--- config.mk ---
export PLATFORM = sky130hd
export DESIGN_NAME = fifo_param_flat
export DESIGN_NICKNAME = d
export VERILOG_FILES = /design/src/rtl/fifo_param_if.sv /design/src/rtl/fifo_param.sv /design/src/flat_wrapper.sv
export SDC_FILE = /design/constraint.sdc
export NUM_CORES = 1
export LEC_CHECK = 0
export BUFFER_PORTS_ARGS = -buffer_cell sky130_fd_sc_hd__buf_2
export CORE_MARGIN = 2
export CORE_UTILIZATION = 58
export CTS_CLUSTER_SIZE = 20
export DETAILED_ROUTE_END_ITERATION = 8
export HOLD_SLACK_MARGIN = 0.03
export PLACE_DENSITY = 0.88
export REMOVE_ABC_BUFFERS = 1
export SYNTH_ARGS = -nofsm -noshare
export SYNTH_HDL_FRONTEND = slang
export SYNTH_SLANG_ARGS = --single-unit
--- constraint.sdc ---
create_clock -name iClk -period 3.15 [get_ports iClk]
set_input_delay 0.1575 -clock iClk [delete_from_list [all_inputs] [get_ports iClk]]
set_output_delay 0.1575 -clock iClk [all_outputs]
set_load 0.02 [all_outputs]
--- src/rtl/fifo_param_if.sv ---
// Push/pop handshake and status bundle for fifo_param.
// master drives requests; slave is the FIFO itself.
interface fifo_param_if #(
  parameter int DATA_WIDTH = 8,
  parameter int ADDR_WIDTH = 3
);
  logic                  iPush;
  logic [DATA_WIDTH-1:0] iWrData;
  logic                  iPop;
  logic                  iClrErr;
  logic [DATA_WIDTH-1:0] oRdData;
  logic                  oRdValid;
  logic                  oFull;
  logic                  oEmpty;
  logic                  oAlmostFull;
  logic                  oAlmostEmpty;
  logic [ADDR_WIDTH:0]   oCount;
  logic                  oOverflow;
  logic                  oUnderflow;

  modport master (
    output iPush, iWrData, iPop, iClrErr,
    input  oRdData, oRdValid, oFull, oEmpty,
    input  oAlmostFull, oAlmostEmpty, oCount,
    input  oOverflow, oUnderflow
  );

  modport slave (
    input  iPush, iWrData, iPop, iClrErr,
    output oRdData, oRdValid, oFull, oEmpty,
    output oAlmostFull, oAlmostEmpty, oCount,
    output oOverflow, oUnderflow
  );
endinterface

--- src/rtl/fifo_param.sv ---
// Parametrised single-clock FIFO with registered or
// fall-through read, occupancy count and sticky error flags.
module fifo_param #(
  parameter int DATA_WIDTH = 8,
  parameter int ADDR_WIDTH = 3,
  parameter int FWFT       = 0,
  parameter int AF_LEVEL   = 6,
  parameter int AE_LEVEL   = 1
) (
  input logic         iClk,
  input logic         iRst,
  fifo_param_if.slave bus
);
  localparam int DEPTH = 2 ** ADDR_WIDTH;
  localparam logic [ADDR_WIDTH:0] DepthC = DEPTH[ADDR_WIDTH:0];
  localparam logic [ADDR_WIDTH:0] AfC = AF_LEVEL[ADDR_WIDTH:0];
  localparam logic [ADDR_WIDTH:0] AeC = AE_LEVEL[ADDR_WIDTH:0];
  localparam logic [ADDR_WIDTH:0] CntOne = 1;
  localparam logic [ADDR_WIDTH-1:0] PtrOne = 1;

  logic [DATA_WIDTH-1:0] mem [DEPTH];
  logic [ADDR_WIDTH-1:0] wrPtr;
  logic [ADDR_WIDTH-1:0] rdPtr;
  logic [ADDR_WIDTH:0]   count;
  logic                  full;
  logic                  empty;
  logic                  pushOk;
  logic                  popOk;
  logic                  overflow;
  logic                  underflow;

  assign full   = (count == DepthC);
  assign empty  = (count == '0);
  assign popOk  = bus.iPop & ~empty;
  assign pushOk = bus.iPush & (~full | popOk);

  assign bus.oFull        = full;
  assign bus.oEmpty       = empty;
  assign bus.oAlmostFull  = (count >= AfC);
  assign bus.oAlmostEmpty = (count <= AeC);
  assign bus.oCount       = count;
  assign bus.oOverflow    = overflow;
  assign bus.oUnderflow   = underflow;

  always_ff @(posedge iClk) begin
    if (iRst) begin
      wrPtr     <= '0;
      rdPtr     <= '0;
      count     <= '0;
      overflow  <= 1'b0;
      underflow <= 1'b0;
    end else begin
      if (pushOk) wrPtr <= wrPtr + PtrOne;
      if (popOk)  rdPtr <= rdPtr + PtrOne;
      case ({pushOk, popOk})
        2'b10:   count <= count + CntOne;
        2'b01:   count <= count - CntOne;
        default: count <= count;
      endcase
      // a new error in the same cycle as a clear still sticks
      overflow  <= (bus.iPush & ~pushOk)
                 | (overflow & ~bus.iClrErr);
      underflow <= (bus.iPop & ~popOk)
                 | (underflow & ~bus.iClrErr);
    end
  end

  always_ff @(posedge iClk) begin
    if (!iRst && pushOk) mem[wrPtr] <= bus.iWrData;
  end

  generate
    if (FWFT != 0) begin : gFwft
      assign bus.oRdData  = empty ? '0 : mem[rdPtr];
      assign bus.oRdValid = ~empty;
    end else begin : gReg
      logic [DATA_WIDTH-1:0] rdData;
      logic                  rdValid;

      always_ff @(posedge iClk) begin
        if (iRst) begin
          rdData  <= '0;
          rdValid <= 1'b0;
        end else begin
          rdValid <= popOk;
          if (popOk) rdData <= mem[rdPtr];
        end
      end

      assign bus.oRdData  = rdData;
      assign bus.oRdValid = rdValid;
    end
  endgenerate
endmodule

--- src/flat_wrapper.sv ---
// flat-port wrapper written by rule: the top's interface ports become plain ports
module fifo_param_flat 
#(
  parameter int DATA_WIDTH = 8,
  parameter int ADDR_WIDTH = 3,
  parameter int FWFT       = 0,
  parameter int AF_LEVEL   = 6,
  parameter int AE_LEVEL   = 1
)
  (iClk, iRst, bus_iPush, bus_iWrData, bus_iPop, bus_iClrErr, bus_oRdData, bus_oRdValid, bus_oFull, bus_oEmpty, bus_oAlmostFull, bus_oAlmostEmpty, bus_oCount, bus_oOverflow, bus_oUnderflow);
  fifo_param_if #(.DATA_WIDTH(DATA_WIDTH), .ADDR_WIDTH(ADDR_WIDTH)) bus_i ();
  input logic iClk;
  input logic iRst;
  input wire logic [$bits(bus_i.iPush)-1:0] bus_iPush;
  input wire logic [$bits(bus_i.iWrData)-1:0] bus_iWrData;
  input wire logic [$bits(bus_i.iPop)-1:0] bus_iPop;
  input wire logic [$bits(bus_i.iClrErr)-1:0] bus_iClrErr;
  output wire logic [$bits(bus_i.oRdData)-1:0] bus_oRdData;
  output wire logic [$bits(bus_i.oRdValid)-1:0] bus_oRdValid;
  output wire logic [$bits(bus_i.oFull)-1:0] bus_oFull;
  output wire logic [$bits(bus_i.oEmpty)-1:0] bus_oEmpty;
  output wire logic [$bits(bus_i.oAlmostFull)-1:0] bus_oAlmostFull;
  output wire logic [$bits(bus_i.oAlmostEmpty)-1:0] bus_oAlmostEmpty;
  output wire logic [$bits(bus_i.oCount)-1:0] bus_oCount;
  output wire logic [$bits(bus_i.oOverflow)-1:0] bus_oOverflow;
  output wire logic [$bits(bus_i.oUnderflow)-1:0] bus_oUnderflow;
  assign bus_i.iPush = bus_iPush;
  assign bus_i.iWrData = bus_iWrData;
  assign bus_i.iPop = bus_iPop;
  assign bus_i.iClrErr = bus_iClrErr;
  assign bus_oRdData = bus_i.oRdData;
  assign bus_oRdValid = bus_i.oRdValid;
  assign bus_oFull = bus_i.oFull;
  assign bus_oEmpty = bus_i.oEmpty;
  assign bus_oAlmostFull = bus_i.oAlmostFull;
  assign bus_oAlmostEmpty = bus_i.oAlmostEmpty;
  assign bus_oCount = bus_i.oCount;
  assign bus_oOverflow = bus_i.oOverflow;
  assign bus_oUnderflow = bus_i.oUnderflow;
  fifo_param #(.DATA_WIDTH(DATA_WIDTH), .ADDR_WIDTH(ADDR_WIDTH), .FWFT(FWFT), .AF_LEVEL(AF_LEVEL), .AE_LEVEL(AE_LEVEL)) u_core (.iClk(iClk), .iRst(iRst), .bus(bus_i));
endmodule
==> metrics.txt, run 1 <==
final hold vios 0; Post-DRT Antenna Nets 0; Crit path largest cell delay 480 ps; input/output buffers 31; Die Width 80.7 um; Setup crit end u_core.bus.oCount[3]; clk_lat worst skew 360 ps; number of enable flip-flop cells after synthesis 64; CTS max path bufs 2; Pwr Density 791 nW/um2; clk root buf clkbuf_8; first-pass GRT wire length ~11 mm; initial DRC count 250; Worst Setup End Kind flop; WS Path Type reg -> reg; # rows 27; Post-Synth Simple-Gate Area about 7.3%; Cell Area, Synth 3410 um2; Cell variety after synth 37; critical path, cell by cell inv_1, ha_1, or3b_4, nand2_2, inv_2, ha_1, or4b_1, a21oi_2, xnor2_1, nor2_1; Post-DP Area ~3700 um2; Sink Count 85; hpwl dp 4.40 mm; R2R setup slack 640 ps; vias in the first global route 2020; TNS Setup 0 ps; crit share post-route 79.6%; CTS tree done; Post-Synthesis Cells 228; commonest non-fill, non-tap cell in the layout edfxtp_1; ys async rst share 0%; CP Launch Type flop; top_reg_cell synth edfxtp_1; # DRC 0; io pins 32; Worst slew margin 39.7%; most frequent cells in the layout 64 x edfxtp_1, 33 x mux2i_1, 31 x buf_2, 20 x dfxtp_1, 16 x a22oi_1; design area approximately 4000 um2; post-DR vias/cell 5.99; area grow syn2layout 15.4%; RSZ-0062 raised after global routing false; pins over their slew limit 0; DIE AREA 6510 um2; ANT cells 0; met3 Use GR 5.06%; Fmax 399 MHz; clock share of power ~30%; status finished, final reports clean; Hold/Removal Path Class in -> reg; Hold-fix buffers, CTS 0; core area 5610 um2; Final setup violation count 0; mux share of post-synthesis cell area 9.68%; Compound-Gate Fraction of Synth Area 7.81%; sequential share of power approximately 45%; GRT busiest layer met2; peak supply drop 0.441 mV; FF-to-FF End u_core.bus.oCount[3]; critical path required time 3390 ps; fin nets 290; GP Congestion 0.831; Critical Path Most Common Cell ha_1; P_leak around 1.4 nW; Ys Warns 0; first-pass detailed-route iteration total 4; wire per inst 20.2 um; share of post-route cells with drive strength above 1 24.0%; Max Cap Violations 0; Yosys reg bits 85; Post-CTS Setup Inserts 0; gr usage total between 20% and 30%; Worst EP arrival around 2800 ps; TritonCTS Buffers 9; min Tclk post-route 2510 ps; Post-Route Skew 8.05 ps; met1 usage 30.4%; register area share after synthesis 68.7%; H-Tree Level Count 3; Post-Route WL about 7 mm; Die H 80.7 um; R2R cell count 10; worst-margin pin slew 903 ps; grt total ovfl 0; net switching fraction of the power between 30% and 40%; power share of the combinational group 24.4%; Worst-path clk slew ~80 ps; Initial Util 60.8%; CTS resizes 0; syn avg cell area roughly 15 um2; Crit-path slowest cell or4b_1; largest family of logic cells by synthesized area multiplexers; Critical R2R Launch u_core.bus.oCount[0]; switching power 949 uW; initial antenna violation count 0; Power Internal 2.17 mW; Synth Area in XOR/XNOR between 1.5 and 2%; GR met2 Demand/Resource 38.6%; Adder-Cell Fraction of Synth Area 2.57%; critical path peak fanout 7; largest net degree at the start of global routing 22; Worst Setup SP u_core.bus.oCount[0]; vias post-DR 2079
-- stage by stage --
step / hold slack (ps) / total power [mW] / util [%] / worst slack, ps / cells
2_1_floorplan: 227 / 1.96 / - / 557 / 218
3_3_place_gp: 418 / 2.15 / 65.8 / 793 / 331
3_5_place_dp: 428 / 2.19 / 65.8 / 668 / 331
4_1_cts: 50.1 / 3.12 / 70.2 / 651 / 347
5_1_grt: 50.9 / 3.25 / 70.2 / 465 / 347
6_report: 56.2 / 3.12 / 70.2 / 641 / 347
-- per-layer routing --
metal / vias up / share of wire, %
met2: 82 / 50
li1: 959 / -
met5: - / 0
met3: 16 / 6.7
met1: 1022 / 41
met4: 0 / 2.6
-- how the worst min path moves through the flow --
stage                   start              endpoint  cells past startpoint
2_1_floorplan            iRst  u_core.bus.oCount[2]                      1
3_3_place_gp   bus_iWrData[7]      u_core.mem[3][7]                      1
3_5_place_dp   bus_iWrData[7]      u_core.mem[2][7]                      1
4_1_cts        bus_iWrData[7]      u_core.mem[2][7]                      1
5_1_grt        bus_iWrData[7]      u_core.mem[1][7]                      1
6_report       bus_iWrData[7]      u_core.mem[1][7]                      1
-- worst max-delay path: cells and delay by family, from the launching register on --
kind,cells,cell delay (ps)
and+or+nand+nor,4,910
adders and majority gates,2,510
DFF,1,450
buffers and inverters,2,220
AOI/OAI and AO/OA,1,170
xor gates and xnor gates,1,130
-- power groups by stage --
stage / clock, mW / combinational, mW / sequential [mW]
2_1_floorplan: 0 / 0.452 / 1.50
3_5_place_dp: 0 / 0.757 / 1.44
6_report: 0.941 / 0.761 / 1.41
4_1_cts: 0.945 / 0.762 / 1.41
5_1_grt: 0.996 / 0.828 / 1.43
3_3_place_gp: 0 / 0.724 / 1.43
-- cell families after synthesis --
group / Yosys count
adders and majority gates: 7
xor gates and xnor gates: 7
buffers and inverters: 16
muxes: 33
AOI/OAI and AO/OA: 35
DFF: 85
and+or+nand+nor: 45
-- final cells by class --
cell class                      instances  area (um2)
Clock buffer                           11         141
Fill cell                             370        1670
Clock inverter                          5         108
Tap cell                               72        90.1
Sequential cell                        85        2340
Inverter                                6        22.5
Timing Repair Buffer                   41         230
Multi-Input combinational cell        127        1000
-- synthesized netlist by cell type, types with 2 or more instances --
cell       n  area share [%]
nor2_1    13             1.4
inv_1      3            0.33
xnor2_1    3            0.77
o21ai_0    2            0.29
nor4_1     2            0.37
nand3b_1   3            0.66
buf_4      3            0.66
xor2_1     4             1.0
a22oi_1   16             3.5
a21oi_1    5            0.73
clkbuf_1   3            0.33
nand2b_1   3            0.55
edfxtp_1  64              56
dfxtp_1   21              12
nor3_1     4            0.59
nor2b_1    4            0.73
a32o_1     8             2.3
inv_2      3            0.33
ha_1       7             2.6
mux2i_1   33             9.7
buf_1      3            0.33
nand2_1    6            0.66
-- sequential cells by signal, summed over array words and instances (netlist names) --
| name | flops |
|---|---|
| u_core.bus.oCount | 4 |
| u_core.bus.oRdData | 8 |
| u_core.bus.oOverflow | 1 |
| u_core.rdPtr | 3 |
| u_core.bus.oUnderflow | 1 |
| u_core.wrPtr | 3 |
| u_core.bus.oRdValid | 1 |
| u_core.mem | 64 |
Power figures use the tool's default switching activity.
==> inputs of run 2 (changes only) <==
- ABC_AREA: default -> 1
- CORE_UTILIZATION: 58 -> 53
- PLACE_DENSITY: 0.88 -> 0.85
- clock period: 3.15 -> 2.1 ns (I/O delays scaled with it)
==> metrics.txt, run 2 <==
CTS max path bufs 2 (unchanged); wire per inst 14.9 um (-26%); H-Tree Level Count 3 (unchanged); worst-margin pin slew 543 ps (-360 ps); Multi-input gate area 1190 um2 (+19%); initial antenna violation count 0 (unchanged); family with the most delay on the worst path simple AND/OR/NAND/NOR gates; min-delay src bus_iWrData[0]; initial DRC count 199 (-20%); Largest Register u_core.mem; top-area cell type share of the netlist area 49.4% (-7.0 points); RSZ-0062 raised after global routing false; Final Non-Filler Cells 533 (+54%); # DRC 0 (unchanged); Pwr Density 1050 nW/um2 (+32%); WS Path Type reg -> reg; top-count cell post-synth nand2_1; DIE AREA 8040 um2 (+24%); clk_lat worst skew 350 ps (about the same); Sink Count 85 (unchanged); io pins 32 (unchanged); status finished, final reports clean; number of enable flip-flop cells after synthesis 64 (unchanged); Final setup violation count 0 (unchanged); hold depth 1 (unchanged); max FFs per register 64 (unchanged); Post-Route WL 7.93 mm (+13%); P_leak 1.90 nW (+34%); Fmax 515 MHz (+29%); setup slack at placement 28.7 ps (-639 ps); grt total ovfl 0 (unchanged); vias in the first global route 2653 (+31%); final hold vios 0 (unchanged); Die Width 89.7 um (+11%); first-pass detailed-route iteration total 5 (+1); register area share after synthesis 60.2% (-8.5 points); largest cells by area after synthesis edfxtp_1 49%, dfxtp_1 11%, nand2_1 8.9%; gr usage total 21.6% (-2.3 points); input/output buffers 31 (unchanged); peak supply drop 0.374 mV (-15%); Max Cap Violations 0 (unchanged); register area 2340 um2 (about the same); R2R setup slack 160 ps (-480 ps); dominant cell type by area after synthesis edfxtp_1; most frequent cells in the layout 92 x nand2_1, 64 x edfxtp_1, 61 x inv_1, 41 x nand3_1, 31 x buf_2; crit share post-route 92.5% (+13 points); CP Launch Type flop; min Tclk post-route 1940 ps (-565 ps); Cells after DPL 515 (+56%); Die H 89.7 um (+11%); R2R cell count 12 (+2); largest net degree at the start of global routing 33 (+50%); critical path required time 2390 ps (-1000 ps); Worst EP arrival 2230 ps (-520 ps); Yosys reg bits 85 (unchanged); Cell variety after synth 33 (-11%); share of post-route cells with drive strength above 1 23.7% (-0.27 points); first-pass GRT wire length 12.6 mm (+17%); Worst-path clk slew 80 ps (about the same); clk root buf clkbuf_8; synth cell count leaders 92 x nand2_1, 64 x edfxtp_1, 62 x inv_1; Post-Route Skew 8.04 ps (-0.00871 ps); Worst Slack Setup Final 156 ps (-485 ps); Core Util, Final 60.8% (-9.4 points); pins over their slew limit 0 (unchanged); Initial Util 54.2% (-6.6 points); top_reg_cell synth edfxtp_1; Worst Setup End Kind flop; ys async rst share 0% (unchanged); hold endpoint u_core.mem[6][0]; hpwl dp 5.44 mm (+24%); Post-Synthesis Cells 386 (+69%); Worst slew margin 63.7% (+24 points); Post-DRT Antenna Nets 0 (unchanged); TNS Setup 0 ps (unchanged); commonest non-fill, non-tap cell in the layout nand2_1; fin nets 449 (+55%); Crit-path slowest cell dfxtp_2; FF-to-FF End u_core.bus.oCount[3]; ANT cells 0 (unchanged); vias post-DR 2800 (+35%); WP buf/inv 2 (unchanged); critical path, cell by cell inv_1, ha_2, inv_4, nor3_4, nand2_2, nand2_4, ha_1, nor2_2, nand4_1, nand2_1, o21ai_0, a21oi_1; # rows 31 (+15%); GP Congestion 0.885 (+6.4%); Pwr Total 4.56 mW (+46%); post-DR vias/cell 5.25 (-12%); core area 7180 um2 (+28%); area grow syn2layout 12.1%; Crit path largest cell delay 360 ps (-120 ps); TritonCTS Buffers 9 (unchanged); fillers 566 (+53%); Hold/Removal Path Class in -> reg; CTS tree done; syn avg cell area 10.1 um2 (-33%); critical path peak fanout 7 (unchanged); Ys Warns 0 (unchanged); Cell Area, Synth 3890 um2 (+14%); Critical R2R Launch u_core.bus.oCount[1]
-- run 2: report_power, final --
group	internal (mW)	leakage, nW	total (mW)	switching, mW
registers	1.93	0.751	2.06	0.132
clock network	0.424	0.0791	0.979	0.555
logic	0.511	1.07	1.52	1.01
-- run 2: area by class of cell --
cell class                 instances  share of cell area [%]
clock inverter                     5                   0.688
clock buffer                      11                    3.01
tap                               99                    2.84
timing repair buffer              46                    6.25
sequential                        85                    53.8
multi-input combinational        217                    27.3
inverter                          70                    6.14
-- run 2: logic make-up after synthesis --
family / after synthesis / synth area share [%]
adders and majority gates: 7 / 2.25
xor gates and xnor gates: 2 / 0.450
and+or+nand+nor: 182 / 23.6
buffers and inverters: 84 / 9.32
DFF: 85 / 60.2
AOI/OAI and AO/OA: 26 / 4.15
-- run 2: per-layer routing --
layer	vias to the layer above	global-route usage (%)	routed length, um
li1	1331	-	-
met1	1328	27.5	3270
met2	122	35.6	3940
met3	19	5.12	559
met4	0	9.09	164
met5	-	0	0
-- run 2: repair_timing --
item	4_1_cts	5_1_grt
gates resized for setup	0	6
hold endpoints to repair	6	0
setup endpoints to repair	0	34
setup buffers	0	0
hold buffers	2	0
-- run 2: worst max path at each step --
stage                                 to                 start  slack (ps)  cells past startpoint
floorplan               u_core.mem[0][0]  u_core.bus.oCount[0]        -250                      9
global placement    u_core.bus.oCount[3]  u_core.bus.oCount[1]         180                     12
detailed placement  u_core.bus.oCount[3]  u_core.bus.oCount[0]          30                     12
CTS                 u_core.bus.oCount[3]  u_core.bus.oCount[0]          20                     12
global route        u_core.bus.oCount[3]  u_core.bus.oCount[1]           2                     12
finish              u_core.bus.oCount[3]  u_core.bus.oCount[1]         160                     12
-- run 2: metrics by stage --
step / hold WS (ps) / cell area [um2]
finish: 39.5 / 4360
global route: 41.3 / 4360
CTS: 34.4 / 4350
detailed placement: 400 / 4170
global placement: 385 / 4170
floorplan: 167 / 3800
==> inputs of run 3 (changes only) <==
--- a/config.mk
+++ b/config.mk
@@ -10,3 +10,3 @@
 export CORE_MARGIN = 2
-export CORE_UTILIZATION = 53
+export CORE_UTILIZATION = 35
 export CTS_CLUSTER_SIZE = 20
@@ -14,4 +14,5 @@
 export HOLD_SLACK_MARGIN = 0.03
-export PLACE_DENSITY = 0.85
+export PLACE_DENSITY = 0.63
 export REMOVE_ABC_BUFFERS = 1
+export SKIP_LAST_GASP = 1
 export SYNTH_ARGS = -nofsm -noshare
--- a/constraint.sdc
+++ b/constraint.sdc
@@ -3,2 +3,2 @@
 set_output_delay 0.105 -clock iClk [all_outputs]
-set_load 0.02 [all_outputs]
+set_load 0.05 [all_outputs]
==> metrics.txt, run 3 (same netlist as run 2, synthesis figures left out) <==
area grow syn2layout 14.3%; fin nets 450 (+0.22%); Hold/Removal Path Class in -> reg; wire per inst 14.0 um (-6.1%); worst-margin pin slew 529 ps (-13.9 ps); TNS Setup 0 ps (unchanged); crit share post-route 90.2% (-2.3 points); Worst slew margin 64.7% (+0.93 points); most frequent cells in the layout 92 x nand2_1, 64 x edfxtp_1, 61 x inv_1, 41 x nand3_1, 31 x buf_2; vias in the first global route 2579 (-2.8%); Sink Count 85 (unchanged); vias post-DR 2687 (-4.0%); met3 Use GR 2.79% (-2.3 points); Die H 109 um (+22%); # DRC 0 (unchanged); CTS max path bufs 2 (unchanged); Worst-path clk slew 90 ps (about the same); family with the most delay on the worst path simple AND/OR/NAND/NOR gates; CTS tree done; Largest Register u_core.mem; gr usage total 14.5% (-7.2 points); post-DR vias/cell 4.67 (-11%); sequential share of power 40.7% (-4.4 points); P_leak 1.92 nW (+1.2%); TritonCTS Buffers 9 (unchanged); CP Launch Type flop; Post-DRT Antenna Nets 0 (unchanged); DIE AREA 12000 um2 (+49%); # rows 38 (+23%); ANT cells 0 (unchanged); first-pass GRT wire length 12.8 mm (+1.5%); final hold vios 0 (unchanged); core area 10800 um2 (+51%); GP Congestion 0.870 (-1.7%); GR met2 Demand/Resource 23.0% (-13 points); Initial Util 35.9% (-18 points); Power Internal 3.00 mW (+4.9%); hpwl dp 5.60 mm (+2.8%); fillers 1067 (+89%); critical path peak fanout 5 (-2); switching power 1.99 mW (+17%); critical path required time 2380 ps (about the same); Crit path largest cell delay 350 ps (about the same); min Tclk post-route 1890 ps (-49.3 ps); largest net degree at the start of global routing 33 (unchanged); share of post-route cells with drive strength above 1 23.7% (-0.055 points); net switching fraction of the power 39.9% (+2.7 points); Fmax 528 MHz (+2.6%); H-Tree Level Count 3 (unchanged); critical path, cell by cell inv_2, ha_2, inv_4, nor3_4, nand2_2, nand2_4, ha_1, nor2_2, nand4_1, nand2_1, o21ai_0, a21oi_1; clk_lat worst skew 350 ps (about the same); clk root buf clkbuf_8; Die Width 109 um (+22%); Post-DP Area 4240 um2 (+1.6%); WS Path Type reg -> reg; GRT busiest layer met2; max FFs per register 64 (unchanged); input/output buffers 31 (unchanged); Post-Route Skew 10.5 ps (+2.48 ps); Max Cap Violations 0 (unchanged); commonest non-fill, non-tap cell in the layout nand2_1; Final setup violation count 0 (unchanged); first-pass detailed-route iteration total 4 (-1); pins over their slew limit 0 (unchanged); design area 4450 um2 (+2.0%); initial antenna violation count 0 (unchanged); peak supply drop 0.720 mV (+93%); met1 usage 19.0% (-8.5 points); grt total ovfl 0 (unchanged); WP buf/inv 2 (unchanged); Crit-path slowest cell dfxtp_2; clock share of power 22.9% (+1.4 points); Post-Route WL 8.03 mm (+1.3%); initial DRC count 155 (-22%); status finished, final reports clean; Worst EP arrival 2170 ps (-60 ps); Pwr Density 1120 nW/um2 (+7.4%); io pins 32 (unchanged); Worst Setup End Kind flop; power share of the combinational group 36.5% (+3.1 points)
run 3: changes by cell type in the layout (fill, tap and decap cells not counted), moves of 2 or more:
cell	delta
clkinv_4	+2
buf_4	+2
clkinvlp_4	-2
clkinv_2	-3
run 3: per-stage QoR:
step | hold slack [ps] | util [%] | worst slack, ps | total power [mW] | cells
finish | 57.3 | 41.0 | 206 | 4.99 | 575
global route | 43.2 | 41.0 | -10.3 | 5.28 | 575
CTS | 38.5 | 41.0 | 69.0 | 5.02 | 575
detailed placement | 399 | 39.1 | 96.2 | 3.88 | 558
global placement | 388 | 39.1 | 165 | 3.84 | 558
floorplan | 167 | - | -573 | 3.41 | 372
run 3: metal layers:
layer / wire [um] / up-vias / share of wire, %
met5: 0 / - / 0
met4: 104 / 0 / 1.3
met3: 613 / 10 / 7.6
met2: 3740 / 83 / 47
met1: 3570 / 1263 / 44
li1: - / 1331 / -
run 3: final cells by class:
type | count | area, um2 | share of cell area [%]
inverter | 70 | 268 | 6.02
multi-input combinational | 217 | 1190 | 26.8
clock inverter | 5 | 60.1 | 1.35
timing repair buffer | 47 | 278 | 6.25
tap | 140 | 175 | 3.94
sequential | 85 | 2340 | 52.7
clock buffer | 11 | 131 | 2.95
run 3: final timing paths:
check | startpoint | to | slack, ps | cells past startpoint
worst max-delay path | u_core.bus.oCount[0] | u_core.bus.oCount[3] | 210 | 12
worst min-delay path | bus_iWrData[2] | u_core.mem[2][2] | 60 | 1
worst max register to register | u_core.bus.oCount[0] | u_core.bus.oCount[3] | 210 | 12
worst min register to register | u_core.bus.oRdData[7] | u_core.bus.oRdData[7] | 480 | 2
run 3: power by group through the flow:
| stage | clock network, mW | logic, mW | registers, mW |
|---|---|---|---|
| 5_1_grt | 1.24 | 1.99 | 2.05 |
| 6_report | 1.14 | 1.82 | 2.03 |
| 3_5_place_dp | 0 | 1.81 | 2.07 |
| 2_1_floorplan | 0 | 1.02 | 2.39 |
| 4_1_cts | 1.17 | 1.82 | 2.03 |
| 3_3_place_gp | 0 | 1.78 | 2.06 |
run 3: repair_timing:
item / CTS / global route
setup endpoints to repair: 0 / 17
endpoints found under the hold margin: 2 / 0
hold buffers: 1 / 0
setup buffers: 0 / 0
gates resized for setup: 0 / 4
